## src/rtl/adder_share_sequencer.sv

```systemverilog
// Round-robin shares one SLICE-bit adder between two requesters; result after NSLICE cycles.
// Inputs accepted only in IDLE (valid/ready); result held in DONE until res_ready, no accept meanwhile.
module adder8 #(
  parameter int W = 8
) (
  input  logic [W-1:0] a_i,
  input  logic [W-1:0] b_i,
  input  logic         cin_i,
  output logic [W-1:0] sum_o,
  output logic         cout_o
);
  logic c;
  always_comb begin
    c     = cin_i;
    sum_o = '0;
    for (int i = 0; i < W; i++) begin
      sum_o[i] = a_i[i] ^ b_i[i] ^ c;
      c        = (a_i[i] & b_i[i]) | (c & (a_i[i] ^ b_i[i]));
    end
    cout_o = c;
  end
endmodule

module adder_share_sequencer #(
  parameter int WIDTH = 32,
  parameter int SLICE = 8
) (
  input  logic             clk,
  input  logic             rst_n,
  input  logic             req0_valid,
  output logic             req0_ready,
  input  logic [WIDTH-1:0] req0_a,
  input  logic [WIDTH-1:0] req0_b,
  input  logic             req0_sub,
  input  logic             req1_valid,
  output logic             req1_ready,
  input  logic [WIDTH-1:0] req1_a,
  input  logic [WIDTH-1:0] req1_b,
  input  logic             req1_sub,
  output logic             res_valid,
  input  logic             res_ready,
  output logic             res_id,
  output logic [WIDTH-1:0] res_sum,
  output logic             res_carry
);
  localparam int NSLICE = WIDTH / SLICE;
  localparam int SW     = (NSLICE > 1) ? $clog2(NSLICE) : 1;

  typedef enum logic [1:0] {IDLE, ADD, DONE} state_t;

  state_t           state_q, state_d;
  logic [WIDTH-1:0] a_q, a_d, b_q, b_d, sum_q, sum_d;
  logic [SW-1:0]    slice_q, slice_d;
  logic             cin_q, cin_d, carry_q, carry_d, last_q, last_d;
  logic             id_q, id_d, rcarry_q, rcarry_d, vld_q, vld_d;

  logic             gnt_id, sel_sub, slice_cin, slice_cout;
  logic [SLICE-1:0] slice_a, slice_b, slice_sum;

  assign slice_a   = a_q[32'(slice_q) * SLICE +: SLICE];
  assign slice_b   = b_q[32'(slice_q) * SLICE +: SLICE];
  assign slice_cin = (slice_q == '0) ? cin_q : carry_q;

  adder8 #(.W(SLICE)) u_adder (
    .a_i   (slice_a),
    .b_i   (slice_b),
    .cin_i (slice_cin),
    .sum_o (slice_sum),
    .cout_o(slice_cout)
  );

  // On contention the requester not served last wins; a lone requester always wins.
  assign gnt_id  = (req0_valid && req1_valid) ? ~last_q : req1_valid;
  assign sel_sub = gnt_id ? req1_sub : req0_sub;

  always_comb begin
    state_d    = state_q;
    a_d        = a_q;
    b_d        = b_q;
    sum_d      = sum_q;
    slice_d    = slice_q;
    cin_d      = cin_q;
    carry_d    = carry_q;
    last_d     = last_q;
    id_d       = id_q;
    rcarry_d   = rcarry_q;
    vld_d      = vld_q;
    req0_ready = 1'b0;
    req1_ready = 1'b0;
    case (state_q)
      IDLE: begin
        req0_ready = rst_n && req0_valid && !gnt_id;
        req1_ready = rst_n && req1_valid && gnt_id;
        if (req0_valid || req1_valid) begin
          a_d     = gnt_id ? req1_a : req0_a;
          b_d     = (gnt_id ? req1_b : req0_b) ^ {WIDTH{sel_sub}};
          cin_d   = sel_sub;
          id_d    = gnt_id;
          last_d  = gnt_id;
          slice_d = '0;
          state_d = ADD;
        end
      end
      ADD: begin
        sum_d[32'(slice_q) * SLICE +: SLICE] = slice_sum;
        carry_d = slice_cout;
        slice_d = slice_q + 1'b1;
        if (slice_q == SW'(NSLICE - 1)) begin
          rcarry_d = slice_cout;
          vld_d    = 1'b1;
          state_d  = DONE;
        end
      end
      DONE: begin
        if (res_ready) begin
          vld_d   = 1'b0;
          state_d = IDLE;
        end
      end
      default: state_d = IDLE;
    endcase
  end

  always_ff @(posedge clk or negedge rst_n) begin
    if (!rst_n) begin
      state_q  <= IDLE;
      a_q      <= '0;
      b_q      <= '0;
      sum_q    <= '0;
      slice_q  <= '0;
      cin_q    <= 1'b0;
      carry_q  <= 1'b0;
      last_q   <= 1'b1;
      id_q     <= 1'b0;
      rcarry_q <= 1'b0;
      vld_q    <= 1'b0;
    end else begin
      state_q  <= state_d;
      a_q      <= a_d;
      b_q      <= b_d;
      sum_q    <= sum_d;
      slice_q  <= slice_d;
      cin_q    <= cin_d;
      carry_q  <= carry_d;
      last_q   <= last_d;
      id_q     <= id_d;
      rcarry_q <= rcarry_d;
      vld_q    <= vld_d;
    end
  end

  assign res_valid = vld_q;
  assign res_id    = id_q;
  assign res_sum   = sum_q;
  assign res_carry = rcarry_q;
endmodule

```

## config.mk

```make
export PLATFORM = sky130hd
export DESIGN_NAME = adder_share_sequencer
export DESIGN_NICKNAME = d
export VERILOG_FILES = /design/src/rtl/adder_share_sequencer.sv
export SDC_FILE = /design/constraint.sdc
export NUM_CORES = 1
export LEC_CHECK = 0
export ABC_CLOCK_PERIOD_IN_PS = 4300
export BUFFER_PORTS_ARGS = -buffer_cell sky130_fd_sc_hd__clkbuf_2
export CAP_MARGIN = 5
export CORE_ASPECT_RATIO = 0.8
export CORE_MARGIN = 3
export CORE_UTILIZATION = 40
export DETAILED_ROUTE_END_ITERATION = 8
export HOLD_SLACK_MARGIN = 0.15
export PLACE_DENSITY = 0.67
export SETUP_SLACK_MARGIN = 0.4
export SYNTH_ARGS = -nofsm -noshare
export SYNTH_HDL_FRONTEND = slang
export SYNTH_SLANG_ARGS = --single-unit
```

## constraint.sdc

```tcl
create_clock -name clk -period 4.3 [get_ports clk]
set_clock_uncertainty 0.05 [all_clocks]
set_input_delay 1.075 -clock clk [delete_from_list [all_inputs] [get_ports clk]]
set_output_delay 1.075 -clock clk [all_outputs]
set_load 0.02 [all_outputs]
```

==> results of run 1 <==
==> per-stage QoR <==
stage	hold slack, ns	worst slack (ns)
floorplan	0.395	0.374
detailed placement	0.427	0.170
finish	0.437	0.398
CTS	0.440	0.395
global placement	0.417	0.241
global route	0.451	0.298
==> state kept, by name, indices dropped and copies added, names as in the netlist <==
register	count
carry_q	1
res_id	1
last_q	1
cin_q	1
state_q	2
slice_q	2
res_carry	1
a_q	32
res_valid	1
res_sum	32
b_q	32
==> power by group through the flow <==
stage	logic (W)	registers [W]	clock network [W]
floorplan	0.00212	0.00183	0
CTS	0.00318	0.00179	0.000773
global route	0.00348	0.00185	0.000812
global placement	0.00294	0.00181	0
detailed placement	0.00303	0.00183	0
finish	0.00318	0.00179	0.000751
==> kinds of logic after synthesis <==
| kind of cell | after synthesis |
|---|---|
| fa+ha+maj | 14 |
| compound gates | 44 |
| flops | 106 |
| mux | 148 |
| simple gates | 29 |
| xor+xnor | 64 |
| buf+inv | 40 |
==> worst max-delay path, cell delays in order (launching register included) <==
cell     delay [ns]
dfrtp_2        0.42
buf_12         0.14
mux4_2         0.33
inv_2          0.04
fa_2           0.38
fa_2           0.35
fa_2           0.35
fa_2           0.34
inv_2          0.07
fa_2           0.23
fa_2           0.21
fa_2           0.20
fa_2           0.47
a22o_1         0.21
==> per-layer routing <==
layer,vias to the layer above,track usage [%],share of wire (%)
li1,1944,-,-
met1,2096,25.4,46
met2,120,27.4,47
met3,10,4.13,5.6
met4,0,3.76,0.86
met5,-,0,0
==> cells in the mapped netlist, types with 6 or more instances <==
| cell type | number |
|---|---|
| dfrtp_1 | 105 |
| mux2_2 | 96 |
| xnor2_1 | 64 |
| mux2i_1 | 33 |
| buf_2 | 18 |
| a22o_1 | 17 |
| mux4_2 | 16 |
| o2bb2ai_1 | 16 |
| inv_1 | 12 |
| nand2_1 | 12 |
| fa_1 | 8 |
| buf_6 | 7 |
| ha_1 | 6 |
==> area by class of cell <==
class                   count  area (sq um)
inverters                  12          47.5
flip-flops and latches    106          2660
clock inverters             2          12.5
multi-input cells         299          3190
well taps                 184           230
clock buffers              14           254
repair buffers            183           986
fillers                  1233          7120
==> placed cells by master, fill, tap and decap left out, types with 2 or more instances in the layout <==
cell type	n
mux2_2	96
clkbuf_1	4
nand4_1	3
mux4_2	16
a22o_1	17
xnor2_1	64
and4_1	3
nor2_1	3
clkbuf_2	170
o31ai_1	2
nand2_1	12
a21oi_1	3
fa_2	8
inv_1	5
ha_1	5
inv_2	6
buf_4	11
o21ai_0	3
mux2_1	3
o2bb2ai_1	16
dfrtp_2	2
clkbuf_16	9
dfrtp_1	103
mux2i_1	32
==> worst paths after layout <==
check	end	cells after the start
max in group asynchronous	slice_q[1]	2
worst max-delay path	res_sum[7]	13
min in group asynchronous	res_sum[20]	1
worst min-delay path	a_q[4]	1
worst max register to register	res_sum[7]	13
worst min register to register	a_q[4]	1
==> what timing repair did <==
item | 4_1_cts | 5_1_grt
resized for setup | 8 | 2
setup endpoints to repair | 10 | 5
pin swaps | 9 | 3
setup buffers | 4 | 0
gates cloned | 1 | 0
==> results.txt, run 1 <==
sequential share of the synthesized area = 44.0%
Slew @ Worst Pin = 1.04 ns
maximum clock insertion buffer count = 2
Hold Crit Start = a_q[4]
Tightest Hold Check Type = reg2reg
LEAKAGE = 3.32 nW
fmax = 256 MHz
syn avg cell area = 13.5 sq um
r2r setup slk = 0.40 ns
top-area cell type share of the netlist area = 43.6%
Die H = 116 um
Final period util = 90.8%
post-layout instance count excluding filler cells = 800
post-synth top area cell = dfrtp_1
unrepaired setup endpoints after global routing = yes
initial antenna violation count = 0
Req. time, crit path = 4.49 ns
top cells by area, synth = dfrtp_1 44%, mux2_2 18%, xnor2_1 9.3%, mux4_2 6.0%, mux2i_1 5.5%
Global Route Usage Sum = 17.6%
Worst Setup Start Kind = flip-flop
asr flop ratio synth = 100%
peak supply drop = 0.000541 V
Port Buffer Count = 171
initial core utilization = 41.6%
Pint = 0.00346 W
Netlist cell types = 33
Placed Instances = 779
Util after Layout = 50.9%
largest family of logic cells by synthesized area = multiplexers
P_sw = 0.00226 W
Compound-Gate Fraction of Synth Area = 6.08%
Starting DRT DRC Count = 228
EDFF count, synth = 0
Max transition margin = 30.8%
# DRC = 0
Design Area, Final = 7370 sq um
simple-gate share of the synthesized area = 2.78%
crit path time final = 3.90 ns
critical path launch point = slice_q[0]
Yosys warnings = 0
final total power = 0.00572 W
Synth Register Bits = 106
Root Driver = clkbuf_16
drt total wl = 14.1 mm
Clk pwr share = 13.1%
final antenna diode count = 0
Adder-Cell Fraction of Synth Area = 3.90%
width of the die = 143 um
CTS tree = yes
Fin Setup TNS = 0 ns
first-pass GRT wire length = 22.8 mm
hold buffer count at cts = 0
status = complete, no violations
reg-to-reg startpoint = slice_q[0]
GPL Wtd Cong = 0.839
ANT nets after route = 0
worst-path fanout max = 5
Final HPWL DP = 10.8 mm
iteration count of the initial detailed-routing pass = 4
Power per Cell Area = 775 nW/um^2
Final Hold Viols = 0
kind of critical path = reg2reg
largest net degree at the start of global routing = 75
post-synthesis mux area share = 30.0%
CTS sink count = 106
Nets = 760
die area = 16600 sq um
Wirelength per Cell = 17.6 um
via/cell ratio = 5.21
CORE AREA = 14500 sq um
Max-Cap Viols = 0
Synth Area in XOR/XNOR = 9.30%
Switching Fraction = 39.5%
Clock Latency Late Sink = 0.35 ns
Syn Nets = 594
top_reg_cell synth = dfrtp_1
Area growth syn-to-layout = 22.4%
Mapped Area = 6030 sq um
Boundary Pins = 172
H-tree depth = 3
final setup fails = 0
Worst setup EP type = flip-flop
Comb pwr share = 55.6%
row count = 39
GRT Residual Overflow = 0
number of global-route vias before repair = 4211
placed instance area = 7010 sq um
sequential share of power = 31.3%
Synth Instances = 445
max-slew violations = 0
layout cell share with drive strength beyond 1 = 53.7%
clk slew on worst S/H paths = 0.07 ns
CTS Buf Count = 9
detailed-route via count = 4170
critical path arrival = 4.09 ns
Power figures use the tool's default switching activity.
==> run 2, diff against run 1 <==
--- a/config.mk
+++ b/config.mk
@@ -5,7 +5,6 @@
 export SDC_FILE = /design/constraint.sdc
 export NUM_CORES = 1
 export LEC_CHECK = 0
-export ABC_CLOCK_PERIOD_IN_PS = 4300
 export BUFFER_PORTS_ARGS = -buffer_cell sky130_fd_sc_hd__clkbuf_2
 export CAP_MARGIN = 5
 export CORE_ASPECT_RATIO = 0.8
@@ -13,7 +12,7 @@
 export CORE_UTILIZATION = 40
 export DETAILED_ROUTE_END_ITERATION = 8
 export HOLD_SLACK_MARGIN = 0.15
-export PLACE_DENSITY = 0.67
+export MAX_ROUTING_LAYER = met4
 export SETUP_SLACK_MARGIN = 0.4
 export SYNTH_ARGS = -nofsm -noshare
 export SYNTH_HDL_FRONTEND = slang
==> constraint.sdc (replaced) <==
create_clock -name clk -period 5 [get_ports clk]
set_clock_uncertainty 0.05 [all_clocks]
set_input_delay 1.25 -clock clk [delete_from_list [all_inputs] [get_ports clk]]
set_output_delay 1.25 -clock clk [all_outputs]
set_load 0.02 [all_outputs]
==> run 2 against run 1 <==
Non-clock buffer count fell by 7. Via count fell by 3.2%. Die area did not move. First-iteration DRC count fell by 17%. Sequential share of layout area rose by 0.51 points. Clock power fell by 5.9%. Worst hold slack improved by 0.0011 ns. Flip-flop and latch count did not move. Setup slack improved by 0.41 ns. Final cell count fell by 0.88%.
==> results.txt, run 2 (synthesis gave the netlist of run 1 again) <==
commonest non-fill, non-tap cell in the layout = clkbuf_2
unrepaired setup endpoints after global routing = no
CTS tree = yes
Tightest Hold Check Type = reg2reg
kind of critical path = reg2reg
Root Driver = clkbuf_16
Die H = 116 um (unchanged)
Wirelength per Cell = 17.4 um (-1.5%)
final setup fails = 0 (unchanged)
LEAKAGE = 3.30 nW (-0.58%)
first-pass GRT wire length = 21.8 mm (-4.2%)
Worst R2R Path Depth = 13 (unchanged)
ANT nets after route = 0 (unchanged)
RR Endpoint = res_sum[31]
reg-to-reg startpoint = slice_q[0]
Max-Cap Viols = 0 (unchanged)
GRT Residual Overflow = 0 (unchanged)
Nets = 753 (-0.92%)
# DRC = 0 (unchanged)
Starting DRT DRC Count = 190 (-17%)
Area growth syn-to-layout = 20.6%
Pint = 0.00287 W (-17%)
Boundary Pins = 172 (unchanged)
CTS sink count = 106 (unchanged)
Worst Setup Start Kind = flip-flop
critical path arrival = 4.37 ns (+0.28 ns)
width of the die = 143 um (unchanged)
via/cell ratio = 5.09 (-2.4%)
H-tree depth = 3 (unchanged)
Placed Instances = 777 (-0.26%)
Max transition margin = 31.2% (+0.47 points)
GPL Wtd Cong = 0.845 (+0.78%)
Comb pwr share = 52.2% (-3.4 points)
Global Route Usage Sum = 17.4% (-0.20 points)
final antenna diode count = 0 (unchanged)
number of global-route vias before repair = 4107 (-2.5%)
Port Buffer Count = 171 (unchanged)
Min Hold Slack = 0.438 ns (+0.00108 ns)
sequential share of power = 32.9% (+1.6 points)
peak supply drop = 0.000326 V (-40%)
fmax = 239 MHz (-6.9%)
Design Area, Final = 7270 sq um (-1.4%)
Fin Setup TNS = 0 ns (unchanged)
drt total wl = 13.8 mm (-2.4%)
Final Hold Viols = 0 (unchanged)
layout cell share with drive strength beyond 1 = 50.4% (-3.3 points)
crit path capture = res_sum[31]
CTS Buf Count = 9 (unchanged)
row count = 39 (unchanged)
Switching Fraction = 39.4% (-0.092 points)
Req. time, crit path = 5.18 ns (+0.69 ns)
post-layout instance count excluding filler cells = 793 (-0.88%)
crit path time final = 4.19 ns (+0.288 ns)
Final period util = 83.8% (-6.9 points)
status = complete, no violations
die area = 16600 sq um (unchanged)
detailed-route via count = 4035 (-3.2%)
CORE AREA = 14500 sq um (unchanged)
placed instance area = 6970 sq um (-0.64%)
Worst setup EP type = flip-flop
most frequent cells in the layout = 170 x clkbuf_2, 104 x dfrtp_1, 96 x mux2_2, 64 x xnor2_1, 33 x mux2i_1
initial core utilization = 41.6% (unchanged)
Clk pwr share = 14.9% (+1.8 points)
Slew @ Worst Pin = 1.03 ns (-0.00702 ns)
iteration count of the initial detailed-routing pass = 4 (unchanged)
r2r setup slk = 0.81 ns (+0.41 ns)
worst-path fanout max = 8 (+3)
largest net degree at the start of global routing = 71 (-5.3%)
clk slew on worst S/H paths = 0.07 ns (about the same)
maximum clock insertion buffer count = 2 (unchanged)
P_sw = 0.00186 W (-17%)
Power per Cell Area = 651 nW/um^2 (-16%)
max-slew violations = 0 (unchanged)
Final HPWL DP = 10.6 mm (-2.1%)
hold buffer count at cts = 0 (unchanged)
critical path launch point = slice_q[0]
initial antenna violation count = 0 (unchanged)
Clock Latency Late Sink = 0.34 ns (about the same)
-- run 2: changes by cell type in the layout (fill, tap and decap cells not counted), sizes merged --
cell / previous run / this run
buf: 12 / 6
bufbuf: 1 / 0
bufinv: 0 / 1
clkinvlp: 1 / 0
-- run 2: worst min-delay path by stage --
stage           startpoint           to  slack [ns]  cells past startpoint
3_3_place_gp        a_q[3]       a_q[3]        0.42                      1
2_1_floorplan      carry_q      carry_q        0.40                      2
3_5_place_dp   res_sum[18]  res_sum[18]        0.43                      1
6_report            a_q[3]       a_q[3]        0.44                      1
5_1_grt        res_sum[19]  res_sum[19]        0.46                      1
4_1_cts             a_q[3]       a_q[3]        0.44                      1
-- run 2: worst max-delay path, cell delays in order (launching register included) --
cell     delay (ns)
dfrtp_2        0.51
inv_1          0.17
ha_1           0.30
mux2i_1        0.15
fa_1           0.38
fa_1           0.40
fa_1           0.43
fa_1           0.37
inv_1          0.07
fa_1           0.18
fa_1           0.19
fa_1           0.18
fa_1           0.46
a22o_1         0.22
-- run 2: stage by stage --
| step | total power [W] | utilization [%] | worst slack [ns] |
|---|---|---|---|
| global placement | 0.00399 | 48.1 | 0.740 |
| CTS | 0.00478 | 50.1 | 0.614 |
| finish | 0.00473 | 50.2 | 0.810 |
| detailed placement | 0.00406 | 48.1 | 0.642 |
| floorplan | 0.00331 | - | 0.853 |
| global route | 0.00507 | 50.2 | 0.567 |
-- run 2: final cells by class --
type | instances | area (sq um)
clock buffers | 14 | 264
clock inverters | 2 | 35.0
fillers | 1281 | 7220
inverters | 12 | 45.0
multi-input cells | 299 | 3140
flip-flops and latches | 106 | 2660
well taps | 184 | 230
repair buffers | 176 | 896
-- run 2: power groups by stage --
stage	clock, W	combinational (W)	sequential, W
final	0.000707	0.00247	0.00156
after floorplan	0	0.00174	0.00157
after CTS	0.000724	0.00249	0.00156
after global placement	0	0.00243	0.00156
after global routing	0.000760	0.00270	0.00161
after detailed placement	0	0.00248	0.00157
-- run 2: per-layer routing --
| metal | global-route usage (%) | wire (um) |
|---|---|---|
| met1 | 24.7 | 6600 |
| met4 | 2.45 | 70 |
| met3 | 3.42 | 694 |
| met2 | 26.8 | 6400 |
| met5 | - | 0 |
-- run 2: repair_timing --
item	CTS	global route
resized for setup	0	1
setup buffers	0	0
endpoints found under the setup margin	0	4
==> run 3, diff against run 2 <==
--- a/config.mk
+++ b/config.mk
@@ -5,6 +5,7 @@
 export SDC_FILE = /design/constraint.sdc
 export NUM_CORES = 1
 export LEC_CHECK = 0
+export ABC_AREA = 1
 export BUFFER_PORTS_ARGS = -buffer_cell sky130_fd_sc_hd__clkbuf_2
 export CAP_MARGIN = 5
 export CORE_ASPECT_RATIO = 0.8
@@ -13,6 +14,7 @@
 export DETAILED_ROUTE_END_ITERATION = 8
 export HOLD_SLACK_MARGIN = 0.15
 export MAX_ROUTING_LAYER = met4
+export PLACE_DENSITY = 0.66
 export SETUP_SLACK_MARGIN = 0.4
 export SYNTH_ARGS = -nofsm -noshare
 export SYNTH_HDL_FRONTEND = slang
==> constraint.sdc (replaced) <==
create_clock -name clk -period 3.7 [get_ports clk]
set_clock_uncertainty 0.05 [all_clocks]
set_input_delay 0.925 -clock clk [delete_from_list [all_inputs] [get_ports clk]]
set_output_delay 0.925 -clock clk [all_outputs]
set_load 0.02 [all_outputs]
==> run 3 against run 2 <==
The run now ends with setup timing left. Via count is 63% higher. Routed wire length rose by 36%. Combinational power increased by 60%.
==> results.txt, run 3 <==
status = finished with violations
failing checks = setup timing
CTS tree = yes
Util after Layout = 49.8% (-0.32 points)
CORE AREA = 15900 sq um (+9.7%)
Worst setup EP type = flip-flop
worst-path fanout max = 8 (unchanged)
row count = 41 (+5.1%)
buffers and inverters on the worst path = 2 (unchanged)
maximum clock insertion buffer count = 2 (unchanged)
Netlist cell types = 26 (-21%)
r2r setup slk = -0.23 ns (-1.04 ns)
WHS Path Cells = 1 (unchanged)
critical path arrival = 4.14 ns (-0.23 ns)
Design Area, Final = 7930 sq um (+9.0%)
Nets = 1244 (+65%)
clk slew on worst S/H paths = 0.07 ns (about the same)
layout cell share with drive strength beyond 1 = 21.4% (-29 points)
post-synth top area cell = dfrtp_1
iteration count of the initial detailed-routing pass = 4 (unchanged)
Max-Cap Viols = 0 (unchanged)
most used cell, CP = fa_2
via/cell ratio = 4.99 (-1.9%)
top_reg_cell synth = dfrtp_1
Synth Register Bits = 106 (unchanged)
sequential share of the synthesized area = 40.5% (-3.5 points)
Boundary Pins = 172 (unchanged)
die area = 18000 sq um (+8.3%)
Clk pwr share = 13.5% (-1.4 points)
simple-gate share of the synthesized area = 33.7% (+31 points)
number of global-route vias before repair = 6239 (+52%)
kind of critical path = reg2reg
Adder-Cell Fraction of Synth Area = 3.59% (-0.31 points)
Global Route Usage Sum = 22.1% (+4.7 points)
CP peak stage delay = 0.61 ns (+0.10 ns)
Max transition margin = 34.4% (+3.1 points)
Hold Path Sink = state_q[1]
Final HPWL DP = 13.8 mm (+31%)
most frequent cell after synthesis = nand2_1
Port Buffer Count = 171 (unchanged)
hold buffer count at cts = 0 (unchanged)
CTS Buf Count = 9 (unchanged)
CP Cell Sequence = clkinv_8 -> ha_4 -> mux2i_4 -> fa_2 -> fa_2 -> fa_2 -> fa_1 -> inv_1 -> fa_2 -> fa_2 -> fa_2 -> fa_2 -> nand3_2 -> o31ai_2
Clock Latency Late Sink = 0.35 ns (about the same)
first-pass GRT wire length = 31.3 mm (+43%)
Compound-Gate Fraction of Synth Area = 12.5% (+6.4 points)
Crit-path slowest cell = fa_2
drt total wl = 18.8 mm (+36%)
peak supply drop = 0.000475 V (+45%)
Root Driver = clkbuf_16
RR Endpoint = res_sum[15]
reg-to-reg startpoint = slice_q[0]
Comb pwr share = 56.4% (+4.2 points)
Final Hold Viols = 0 (unchanged)
largest family of logic cells by synthesized area = simple AND/OR/NAND/NOR gates
sequential share of power = 30.1% (-2.8 points)
critical path launch point = slice_q[0]
ANT nets after route = 0 (unchanged)
commonest non-fill, non-tap cell in the layout = nand2_1
Power per Cell Area = 885 nW/um^2 (+36%)
GRT Residual Overflow = 0 (unchanged)
Final period util = 106% (+22 points)
Area growth syn-to-layout = 20.9%
crit path time final = 3.93 ns (-0.263 ns)
Syn Nets = 1103 (+86%)
top-area cell type share of the netlist area = 40.1% (-3.5 points)
LEAKAGE = 4.39 nW (+33%)
CTS sink count = 106 (unchanged)
Req. time, crit path = 3.91 ns (-1.27 ns)
Mapped Area = 6550 sq um (+8.7%)
fmax = 255 MHz (+6.7%)
post-synthesis mux area share = 0.153% (-30 points)
Yosys warnings = 0 (unchanged)
Slew @ Worst Pin = 0.984 ns (-0.0472 ns)
largest net degree at the start of global routing = 80 (+13%)
Switching Fraction = 47.6% (+8.3 points)
H-tree depth = 3 (unchanged)
initial core utilization = 41.2% (-0.37 points)
Synth Instances = 954 (+110%)
initial antenna violation count = 1 (+1)
asr flop ratio synth = 100% (unchanged)
Hold Crit Start = state_q[0]
Die H = 120 um (+4.1%)
Tightest Hold Check Type = reg2reg
top cells by area, synth = dfrtp_1 40%, nand2_1 21%, nand3_1 8.6%, inv_1 4.6%, o21ai_0 4.4%
Worst R2R Path Depth = 14 (+1)
synth cell count leaders = 360 x nand2_1, 112 x nand3_1, 105 x dfrtp_1, 80 x inv_1, 58 x o21ai_0
Fin Setup TNS = -0.833 ns (-0.833 ns)
Worst Setup Start Kind = flip-flop
placed instance area = 7600 sq um (+9.1%)
final total power = 0.00701 W (+48%)
unrepaired setup endpoints after global routing = yes
fillers = 1641 (+28%)
Min Hold Slack = 0.407 ns (-0.0313 ns)
# DRC = 0 (unchanged)
EDFF count, synth = 0 (unchanged)
most frequent cells in the layout = 359 x nand2_1, 170 x clkbuf_2, 111 x nand3_1, 103 x dfrtp_1, 79 x inv_1
Wirelength per Cell = 14.3 um (-18%)
width of the die = 149 um (+4.1%)
detailed-route via count = 6572 (+63%)
Starting DRT DRC Count = 484 (+150%)
Pint = 0.00367 W (+28%)
max-slew violations = 0 (unchanged)
Setup WS post-layout = -0.228 ns (-1.04 ns)
crit-path leading delay family = adder cells
syn avg cell area = 6.87 sq um (-49%)
final setup fails = 6 (+6)
GPL Wtd Cong = 0.877 (+3.7%)
P_sw = 0.00334 W (+79%)
Synth Area in XOR/XNOR = 0% (-9.3 points)
[run 3: worst register-to-register path, stage by stage (launching register included)]
cell	delay, ns
dfrtp_2	0.48
clkinv_8	0.09
ha_4	0.15
mux2i_4	0.22
fa_2	0.22
fa_2	0.19
fa_2	0.20
fa_1	0.16
inv_1	0.05
fa_2	0.35
fa_2	0.35
fa_2	0.38
fa_2	0.61
nand3_2	0.08
o31ai_2	0.25
[run 3: cell families (layout without fill, tap and decap cells)]
group / Yosys count / after routing
other: 0 / 1
and+or+nand+nor: 539 / 539
AOI/OAI and AO/OA: 147 / 147
buffers and inverters: 147 / 293
muxes: 1 / 1
adders and majority gates: 14 / 14
DFF: 106 / 106
[run 3: stage by stage]
step           std cells  setup WS (ns)
2_1_floorplan        954         -0.167
3_3_place_gp        1298         -0.244
3_5_place_dp        1298         -0.282
4_1_cts             1315         -0.190
5_1_grt             1316         -0.398
6_report            1316         -0.228
[run 3: worst max-delay path by stage]
stage / end / slack, ns / depth (start not counted)
5_1_grt: res_sum[15] / -0.40 / 14
4_1_cts: res_sum[15] / -0.19 / 14
3_3_place_gp: res_sum[31] / -0.24 / 14
3_5_place_dp: res_sum[15] / -0.28 / 14
2_1_floorplan: res_sum[31] / -0.17 / 16
6_report: res_sum[15] / -0.23 / 14
[run 3: final cells by class]
cell class | count | area, sq um | share of cell area [%]
Antenna cell | 1 | 2.50 | 0.0316
Clock buffer | 11 | 233 | 2.94
Clock inverter | 5 | 55.1 | 0.695
Inverter | 84 | 329 | 4.15
Multi-Input combinational cell | 701 | 3340 | 42.2
Sequential cell | 106 | 2660 | 33.5
Tap cell | 215 | 269 | 3.39
Timing Repair Buffer | 193 | 1040 | 13.1
[run 3: power by group through the flow]
stage / Combinational (W) / Clock, W / Sequential [W]
after floorplan: 0.00256 / 0 / 0.00214
after global placement: 0.00382 / 0 / 0.00212
after detailed placement: 0.00387 / 0 / 0.00211
after CTS: 0.00391 / 0.000965 / 0.00210
after global routing: 0.00444 / 0.00102 / 0.00216
final: 0.00396 / 0.000944 / 0.00211
[run 3: layer usage]
metal  wire [um]  vias to the layer above  global-route usage (%)
met1        9310                     3050                    32.4
met3         792                       26                    3.71
met2        8320                      149                    31.6
met5           0                        -                       -
li1            -                     3347                       -
met4         376                        0                    6.23
[run 3: timing repair]
item / 4_1_cts / 5_1_grt
setup buffers: 1 / 0
pin swaps: 0 / 6
resized for setup: 3 / 8
gates cloned: 0 / 0
setup endpoints to repair: 18 / 18
endpoints found under the hold margin: 0 / 0
